**config.mk**
```make
export PLATFORM = sky130hd
export DESIGN_NAME = rcv_controller_flat
export DESIGN_NICKNAME = d
export VERILOG_FILES = /design/src/rtl/rcv_pkg.sv /design/src/rtl/rcv_controller_if.sv /design/src/rtl/rcv_bit_counter.sv /design/src/rtl/rcv_controller.sv /design/src/flat_wrapper.sv
export SDC_FILE = /design/constraint.sdc
export NUM_CORES = 1
export LEC_CHECK = 0
export ABC_AREA = 1
export CAP_MARGIN = 10
export CELL_PAD_IN_SITES_DETAIL_PLACEMENT = 2
export CELL_PAD_IN_SITES_GLOBAL_PLACEMENT = 2
export CORE_MARGIN = 2
export CORE_UTILIZATION = 32
export CTS_BUF_LIST = sky130_fd_sc_hd__clkbuf_2 sky130_fd_sc_hd__clkbuf_4 sky130_fd_sc_hd__clkbuf_8
export DETAILED_ROUTE_END_ITERATION = 10
export DONT_BUFFER_PORTS = 1
export PLACE_DENSITY_LB_ADDON = 0.1
export SYNTH_ARGS = -nofsm -noshare
export SYNTH_HDL_FRONTEND = slang
export SYNTH_HIERARCHICAL = 1
export SYNTH_SLANG_ARGS = --single-unit
```
**constraint.sdc**
```tcl
create_clock -name clk -period 1.4 [get_ports clk]
set_input_delay 0.21 -clock clk [delete_from_list [all_inputs] [get_ports clk]]
set_output_delay 0.21 -clock clk [all_outputs]
set_load 0.01 [all_outputs]
```
**src/rtl/rcv_pkg.sv**
```systemverilog
// Package for the USB full-speed receive controller.
// Holds the controller state encoding and the default parameter values
// shared by the controller, its bit counter and any bench that drives it.
package rcv_pkg;

    // Sync pattern expected after the first eight bits of a packet.
    localparam logic [7:0] DEFAULT_SYNC_BYTE = 8'h80;

    // Maximum data bytes per packet before an overflow error.
    localparam int DEFAULT_MAX_BYTES = 64;

    // Bits in a received byte; the bit counter saturates here.
    localparam logic [3:0] BITS_PER_BYTE = 4'd8;

    typedef enum logic [3:0] {
        IDLE,
        RCV_SYNC,
        SYNC_CHK,
        RCV_DATA,
        STORE,
        EOP_END,
        ERR_WAIT,
        ERR_EOP,
        EIDLE
    } rcv_state_t;

endpackage

```
**src/rtl/rcv_controller_if.sv**
```systemverilog
// Handshake bundle between the receive datapath (edge detector, NRZI
// decoder, EOP detector, shift register) and the receive controller.
//   d_edge       : one-cycle pulse on any d_plus transition
//   eop          : SE0 currently detected
//   shift_enable : one-cycle pulse at each bit sample point
//   rcv_data     : parallel shift register contents, LSB first
//   rcving       : packet reception in progress
//   w_enable     : one-cycle FIFO write strobe per stored byte
//   r_error      : sticky receive error flag
// The datapath side uses the master modport, the controller the slave.
interface rcv_controller_if;

    logic       d_edge;
    logic       eop;
    logic       shift_enable;
    logic [7:0] rcv_data;
    logic       rcving;
    logic       w_enable;
    logic       r_error;

    modport master (
        output d_edge, eop, shift_enable, rcv_data,
        input  rcving, w_enable, r_error
    );

    modport slave (
        input  d_edge, eop, shift_enable, rcv_data,
        output rcving, w_enable, r_error
    );

endinterface

```
**src/rtl/rcv_bit_counter.sv**
```systemverilog
// Bit counter for the receive controller.
// Counts shift_enable pulses from 0 up to 8 and saturates there.
//   clk, rst  : clock and asynchronous active-high reset
//   clear     : return the count to 0 (wins over counting)
//   count_en  : advance by one bit
//   bit_cnt   : current count, 0..8
//   rollover  : high in the cycle whose count_en completes the 8th bit
module rcv_bit_counter
    import rcv_pkg::*;
(
    input  logic       clk,
    input  logic       rst,
    input  logic       clear,
    input  logic       count_en,
    output logic [3:0] bit_cnt,
    output logic       rollover
);

    logic [3:0] cnt_q;
    logic [3:0] cnt_d;

    always_comb begin
        cnt_d = cnt_q;
        if (clear) begin
            cnt_d = 4'd0;
        end else if (count_en && (cnt_q != BITS_PER_BYTE)) begin
            cnt_d = cnt_q + 4'd1;
        end
    end

    always_ff @(posedge clk or posedge rst) begin
        if (rst) begin
            cnt_q <= 4'd0;
        end else begin
            cnt_q <= cnt_d;
        end
    end

    // Rollover is flagged while the 8th pulse is present rather than once the
    // count shows 8, so the FSM can leave on the same edge that samples it.
    assign rollover = count_en && (cnt_q == (BITS_PER_BYTE - 4'd1));
    assign bit_cnt  = cnt_q;

endmodule

```
**src/rtl/rcv_controller.sv**
```systemverilog
// Receive control unit for the USB full-speed receiver.
// Detects packet start, checks the sync byte, frames data bytes into one
// FIFO write each, recognises EOP and flags framing/overflow errors.
//   clk, rst : clock and asynchronous active-high reset
//   bus      : datapath handshake (slave side), see rcv_controller_if
// Parameters: SYNC_BYTE (expected sync pattern), MAX_BYTES (bytes per packet).
module rcv_controller
    import rcv_pkg::*;
#(
    parameter logic [7:0] SYNC_BYTE = DEFAULT_SYNC_BYTE,
    parameter int         MAX_BYTES = DEFAULT_MAX_BYTES
) (
    input  logic             clk,
    input  logic             rst,
    rcv_controller_if.slave  bus
);

    // One byte beyond the limit is the overflow point, and also where the
    // byte counter saturates.
    localparam logic [6:0] BYTE_LIMIT = 7'(MAX_BYTES + 1);

    rcv_state_t state_q, state_d;
    logic [6:0] byte_cnt_q, byte_cnt_d;
    logic [6:0] byte_cnt_inc;
    logic       bit_clear;
    logic [3:0] bit_cnt;
    logic       rollover;
    logic       eop_sample;

    rcv_bit_counter u_bit_counter (
        .clk      (clk),
        .rst      (rst),
        .clear    (bit_clear),
        .count_en (bus.shift_enable),
        .bit_cnt  (bit_cnt),
        .rollover (rollover)
    );

    assign eop_sample   = bus.eop && bus.shift_enable;
    assign byte_cnt_inc = (byte_cnt_q == BYTE_LIMIT) ? byte_cnt_q : byte_cnt_q + 7'd1;

    always_comb begin
        state_d    = state_q;
        byte_cnt_d = byte_cnt_q;
        bit_clear  = 1'b0;
        case (state_q)
            IDLE, EIDLE: begin
                if (bus.d_edge) begin
                    state_d    = RCV_SYNC;
                    bit_clear  = 1'b1;
                    byte_cnt_d = 7'd0;
                end
            end
            RCV_SYNC: begin
                if (eop_sample) begin
                    state_d = ERR_EOP;
                end else if (rollover) begin
                    state_d = SYNC_CHK;
                end
            end
            SYNC_CHK: begin
                bit_clear = 1'b1;
                state_d   = (bus.rcv_data == SYNC_BYTE) ? RCV_DATA : ERR_WAIT;
            end
            RCV_DATA: begin
                // EOP wins over a byte completing on the same sample.
                if (eop_sample) begin
                    state_d = (bit_cnt == 4'd0) ? EOP_END : ERR_EOP;
                end else if (rollover) begin
                    state_d = STORE;
                end
            end
            STORE: begin
                bit_clear  = 1'b1;
                byte_cnt_d = byte_cnt_inc;
                state_d    = (byte_cnt_inc == BYTE_LIMIT) ? ERR_WAIT : RCV_DATA;
            end
            EOP_END: begin
                if (bus.d_edge) begin
                    state_d = IDLE;
                end
            end
            ERR_WAIT: begin
                if (eop_sample) begin
                    state_d = ERR_EOP;
                end
            end
            ERR_EOP: begin
                if (bus.d_edge) begin
                    state_d = EIDLE;
                end
            end
            default: begin
                state_d = IDLE;
            end
        endcase
    end

    always_ff @(posedge clk or posedge rst) begin
        if (rst) begin
            state_q    <= IDLE;
            byte_cnt_q <= 7'd0;
        end else begin
            state_q    <= state_d;
            byte_cnt_q <= byte_cnt_d;
        end
    end

    // Moore outputs decoded from the registered state only.
    always_comb begin
        bus.rcving   = 1'b1;
        bus.w_enable = 1'b0;
        bus.r_error  = 1'b0;
        case (state_q)
            IDLE:              bus.rcving  = 1'b0;
            STORE:             bus.w_enable = 1'b1;
            ERR_WAIT, ERR_EOP: bus.r_error = 1'b1;
            EIDLE: begin
                bus.rcving  = 1'b0;
                bus.r_error = 1'b1;
            end
            default: ;
        endcase
    end

endmodule

```
**src/flat_wrapper.sv**
```systemverilog
// flat-port wrapper written by rule: the top's interface ports become plain ports
module rcv_controller_flat import rcv_pkg::*;
#(
    parameter logic [7:0] SYNC_BYTE = DEFAULT_SYNC_BYTE,
    parameter int         MAX_BYTES = DEFAULT_MAX_BYTES
)
  (clk, rst, bus_d_edge, bus_eop, bus_shift_enable, bus_rcv_data, bus_rcving, bus_w_enable, bus_r_error);
  rcv_controller_if bus_i ();
  input  logic clk;
  input  logic rst;
  input wire logic [$bits(bus_i.d_edge)-1:0] bus_d_edge;
  input wire logic [$bits(bus_i.eop)-1:0] bus_eop;
  input wire logic [$bits(bus_i.shift_enable)-1:0] bus_shift_enable;
  input wire logic [$bits(bus_i.rcv_data)-1:0] bus_rcv_data;
  output wire logic [$bits(bus_i.rcving)-1:0] bus_rcving;
  output wire logic [$bits(bus_i.w_enable)-1:0] bus_w_enable;
  output wire logic [$bits(bus_i.r_error)-1:0] bus_r_error;
  assign bus_i.d_edge = bus_d_edge;
  assign bus_i.eop = bus_eop;
  assign bus_i.shift_enable = bus_shift_enable;
  assign bus_i.rcv_data = bus_rcv_data;
  assign bus_rcving = bus_i.rcving;
  assign bus_w_enable = bus_i.w_enable;
  assign bus_r_error = bus_i.r_error;
  rcv_controller #(.SYNC_BYTE(SYNC_BYTE), .MAX_BYTES(MAX_BYTES)) u_core (.clk(clk), .rst(rst), .bus(bus_i));
endmodule
```
After elaboration in Yosys (flattened, before gate mapping)
Index checks and enable logic that the tools add are counted.
Widths: inputs -> output; s select.
{"block": "word_totals", "regBits": 15, "input_bits": 13, "out_inout_bits": 3, "word_cells": 58}
{"block": "op_classes", "addsub": 2, "n_eq_ne": 19, "n_mux": 22, "n_reduce_logical": 12}
{"op": "$mux 4", "count": 10}
{"op": "$pmux 4 s8", "count": 1}
{"op": "$eq 4x3->1 const B", "count": 5}
{"op": "$eq 7x7->1 const B", "count": 2}
{"op": "$mux 7", "count": 2}
{"op": "$pmux 7 s2", "count": 1}
{"op": "$eq 4x2->1 const B", "count": 2}
{"op": "$eq 8x8->1 const B", "count": 1}
{"op": "$logic_not 4->1", "count": 2}
{"op": "$add 7x1->7 const B", "count": 1}
{"op": "$mux 3", "count": 2}
{"op": "$ne 3x1->1 const B", "count": 2}
{"op": "$reduce_and 6->1", "count": 1}
{"op": "$add 4x1->4 const B", "count": 1}
{"op": "$eq 4x1->1 const B", "count": 1}
{"op": "$eq 4x4->1 const B", "count": 1}
{"op": "$mux 1", "count": 4}
{"op": "$ne 2x1->1 const B", "count": 2}
{"op": "$ne 2x2->1 const B", "count": 2}
{"op": "$ne 4x4->1 const B", "count": 1}
{"op": "$reduce_bool 2->1", "count": 2}
{"op": "$reduce_or 2->1", "count": 2}
{"op": "$logic_and 1x1->1", "count": 3}
{"op": "$reduce_or 3->1", "count": 1}
{"op": "other kinds (3)", "count": 3}

Longest topological paths before layout
{"block": "depth", "ltp_word": 5, "depth_mapped": 13, "depth_no_buf": 13}

Cells and area by module
The synthesis kept the hierarchy.
{"module": "rcv_controller", "n_inst": 1, "cells_each": 137, "area_per_inst_um2": 889.6, "seq_area_each_um2": 275.3}
{"module": "rcv_bit_counter", "n_inst": 1, "cells_each": 38, "area_per_inst_um2": 272.8, "seq_area_each_um2": 100.1}

Least setup slack after synthesis
No wires, ideal clock.
{"block": "synth_timing", "path_kind": "register to register", "start": "register u_core.byte_cnt_q[0]", "end": "register u_core.state_q[0]", "setup_time_ns": 0.116, "t_arrival_ns": 1.307, "required_ns": 1.284, "path_slack_ns": -0.023, "stages_incl_launch_ff": 12, "n_path_buf": 0, "period_less_slack_ns": 1.423, "path_cell_list": "dfrtp_1 ha_1 nand3_1 nand2_1 nand2_1 nand2_1 nor2_1 nand3_1 nand2_1 nand2_1 nand2_1 nand2_1"}
{"block": "synth_between", "elab_chain_len": 5, "word_cells_on_any_way": 6, "classes_between": "add/sub (1); eq/ne (2); mux (3)"}
{"item": "start, declared", "line_no": "rcv_controller.sv:23", "rtl": "logic [6:0] byte_cnt_q, byte_cnt_d;"}
{"item": "start signal, assigned", "line_no": "rcv_controller.sv:105", "rtl": "byte_cnt_q <= byte_cnt_d;"}
{"item": "$add 7x1->7 or $eq 7x7->1 (tied branches)", "line_no": "rcv_controller.sv:40", "rtl": "assign byte_cnt_inc = (byte_cnt_q == BYTE_LIMIT) ? byte_cnt_q : byte_cnt_q + 7'd1;"}
{"item": "$mux 7 *", "line_no": "rcv_controller.sv:40"}
{"item": "$eq 7x7->1 *", "line_no": "rcv_controller.sv:76", "rtl": "state_d = (byte_cnt_inc == BYTE_LIMIT) ? ERR_WAIT : RCV_DATA;"}
{"item": "$mux 3 *", "line_no": "rcv_controller.sv:76"}
{"item": "$pmux 4 s8 *", "line_no": "rcv_controller.sv:46", "rtl": "case (state_q)"}
{"item": "end signal, assigned", "line_no": "rcv_controller.sv:104", "rtl": "state_q <= state_d;"}
{"item": "end, declared", "line_no": "rcv_controller.sv:22", "rtl": "rcv_state_t state_q, state_d;"}
Every way passes the cells marked *; elsewhere a longest branch is shown, timed or not.
A chain may end at the register's enable or synchronous reset.

Worst setup path after layout
{"block": "layout_timing", "start": "register u_core.byte_cnt_q[1]", "end": "register u_core.state_q[0]"}
The elaborated chain is that of the path after synthesis.

==> impl_metrics.json <==
{
  "place_ws_ns": -0.269,
  "multi_input_area_sq_um": 817,
  "syn_inst": 175,
  "clk_path_buf_depth": 2,
  "synthMuxAreaShare_pct": 0,
  "cpPeakStageDelay_ns": 0.41,
  "drt_drc_violations_left": 0,
  "dr.first_iter.drc_count": 32,
  "dp_hpwl_um": 2940,
  "vias_per_cell": 5.03,
  "r2r_start": "u_core/byte_cnt_q[1]$_DFFE_PP0P_",
  "worstHoldPathCells": 3,
  "path_delay_family": "simple AND/OR/NAND/NOR gates",
  "fmax_ghz": 0.610,
  "ir_drop_mv": 0.683,
  "crit_buf_inv": 1,
  "tritoncts": "built",
  "grt_pass1_vias": 1414,
  "synth_top_cell_by_area": "dfrtp_1",
  "grt_antenna_before_repair": 0,
  "grt_pass1_wl_um": 6470,
  "ys_types": 24,
  "crit_chain": "buf_6 > ha_4 > nand3_2 > nor2_1 > nand2_1 > nand2_2 > nor2_2 > nand3_1 > nand2_1 > nand2_1 > nand2_1 > nand2_1",
  "setup_ws_ns": -0.240,
  "hold_slack_ns": 0.139,
  "dp_cells": 235,
  "die_area_sq_um": 4130,
  "synth_top_area_share_pct": 32.3,
  "setup_viol": 4,
  "synth_fa_ha_area_share_pct": 4.31,
  "required_ns": 1.58,
  "vias": 1263,
  "relSlewSlack_pct": 66.8,
  "slew_violations": 0,
  "dr.pass1.iters": 4,
  "die_w_um": 64.3,
  "core_area_sq_um": 3420,
  "routedWlPerCell_um": 17.6,
  "antenna-diode-count": 0,
  "ios": 16,
  "timing.rr.end": "u_core/state_q[0]$_DFFE_PP0P_",
  "drive_gt1_share_pct": 42.9,
  "critPathCaptureType": "register",
  "min_from": "bus_shift_enable",
  "avgSynthCellArea_sq_um": 6.64,
  "min_path_type": "primary input to register",
  "pwr_density_cell_nw_per_um2": 2320,
  "htreeDepth": 1,
  "synth_xor_area_share_pct": 0.753,
  "p_leak_nw": 0.783,
  "cap_violations": 0,
  "layout.nets": 223,
  "cts_root_buf": "clkbuf_4",
  "cts_made_buffers": 3,
  "path_clk_slew_ns": 0.11,
  "cp.arrival_ns": 1.82,
  "chipHeight_um": 64.3,
  "clock_sinks": 15,
  "area_growth_pct": 39.1,
  "crit_slowest_cell": "dfrtp_1",
  "reg2reg_depth": 12,
  "port_buffers": 0,
  "path_common_cell": "nand2_1",
  "synthTopCellsByArea": "dfrtp_1 32%, nand2_1 19%, inv_1 6.5%",
  "wl_um": 4420,
  "yosys.area_share.simple_pct": 43.9,
  "syn_area_sq_um": 1160,
  "gp_congestion": 0.776,
  "hold_viol": 0,
  "fillCellCount": 413,
  "register_area_sq_um": 383,
  "final.period_utilization_pct": 117,
  "fin_cells": 251,
  "cp-start-kind": "register",
  "rsz0062_at_grt": "yes",
  "synth_compound_area_share_pct": 8.40,
  "overflow": 0,
  "rows": 21,
  "max_slew.worst_pin.slew_ns": 0.498,
  "syn_nets": 192,
  "grt_start_max_net_pins": 12,
  "ys_seq_area_share_pct": 32.3,
  "reg2reg_slack_ns": -0.24,
  "start_util_pct": 34.0,
  "min_to": "u_core/u_bit_counter/bit_cnt[3]$_DFFE_PP0P_",
  "critPathKind": "register to register",
  "synth_warnings": 6,
  "clk_latency_ns": 0.29,
  "fin_crit_ns": 1.64,
  "final_core_util_pct": 47.3,
  "grt_usage_pct": 20.2,
  "synth-seq-cells": 15,
  "crit_fanout": 3,
  "status": "complete, but fails checks",
  "clock-skew-final_ns": 0.0155,
  "synth_top_family_by_area": "simple AND/OR/NAND/NOR gates",
  "violations": "negative setup slack",
  "final_antenna_net_count": 0
}
## layout by cell type (no fill, tap or decap), drive strengths merged, types with 2 or more instances in the layout
cell	count
buf	26
clkbuf	3
dfrtp	15
ha	4
inv	29
nand2	63
nand3	16
nand4	5
nor2	22
nor4	2
o21ai	8
o22ai	4
## power breakdown
part	internal (mW)	switching [mW]	total (mW)	leakage (nW)
Combinational	1.09	1.55	2.64	0.575
Clock	0.106	0.161	0.267	0.0177
Sequential	0.615	0.234	0.848	0.190
## repair_timing
item / in CTS / in global routing
endpoints found under the setup margin: 6 / 16
resized for setup: 19 / 31
setup buffers: 5 / 6
gates cloned: 0 / 0
hold endpoints to repair: 15 / 0
pin swaps: 3 / 12
hold buffers: 1 / 0
## sequential cells by signal (all words and copies together), names as in the netlist
register                      cells
u_core/byte_cnt_q                 7
u_core/u_bit_counter/bit_cnt      4
u_core/state_q                    4
## worst max path at each step
stage	slack, ns	start	to	cells past startpoint
after floorplan	-0.02	u_core/byte_cnt_q[1]$_DFFE_PP0P_	u_core/state_q[0]$_DFFE_PP0P_	13
after global placement	-0.21	u_core/byte_cnt_q[1]$_DFFE_PP0P_	u_core/state_q[0]$_DFFE_PP0P_	13
after detailed placement	-0.27	u_core/byte_cnt_q[1]$_DFFE_PP0P_	u_core/state_q[0]$_DFFE_PP0P_	13
after CTS	-0.16	u_core/state_q[3]$_DFFE_PP0P_	bus_r_error	6
after global routing	-0.33	u_core/byte_cnt_q[0]$_DFFE_PP0P_	u_core/state_q[0]$_DFFE_PP0P_	12
final	-0.24	u_core/byte_cnt_q[1]$_DFFE_PP0P_	u_core/state_q[0]$_DFFE_PP0P_	12
## per-layer routing
layer	GRT usage [%]	share of wire, %
met2	38.9	57
met4	6.12	1.8
met1	22.7	39
met5	0	0
met3	2.64	1.9
## Yosys cell counts, drive strengths merged
library cell / instances
o21bai: 1
nand2: 63
xnor2: 1
dfrtp: 15
o221ai: 1
nor4: 2
o22ai: 4
inv: 29
buf: 1
ha: 4
nor3b: 1
nor2: 22
nand4: 5
nor3: 1
o311ai: 1
nand3: 16
o21ai: 8
## through the flow
step | power [mW] | setup TNS, ns | instance area (sq um)
floorplan | 2.05 | -0.0206 | 1160
global placement | 2.63 | -0.377 | 1320
detailed placement | 2.73 | -0.530 | 1320
CTS | 3.24 | -0.482 | 1460
global route | 4.10 | -1.36 | 1620
finish | 3.75 | -0.588 | 1620
## worst min-delay path, stage by stage
cell	delay [ns]
nand4_1	0.09
nand2_1	0.08
nor2_1	0.04
## logic make-up after synthesis
logic type	after synthesis
AOI/OAI and AO/OA	15
DFF	15
adders and majority gates	4
and+or+nand+nor	110
xor gates and xnor gates	1
buffers and inverters	30
## layout make-up
class	count	share of cell area, %
clock buffers	3	1.39
flip-flops and latches	15	23.7
multi-input cells	130	50.5
clock inverters	1	0.310
well taps	46	3.56
repair buffers	27	13.6
inverters	29	6.89
No activity file was read; power rests on OpenSTA's default activity.
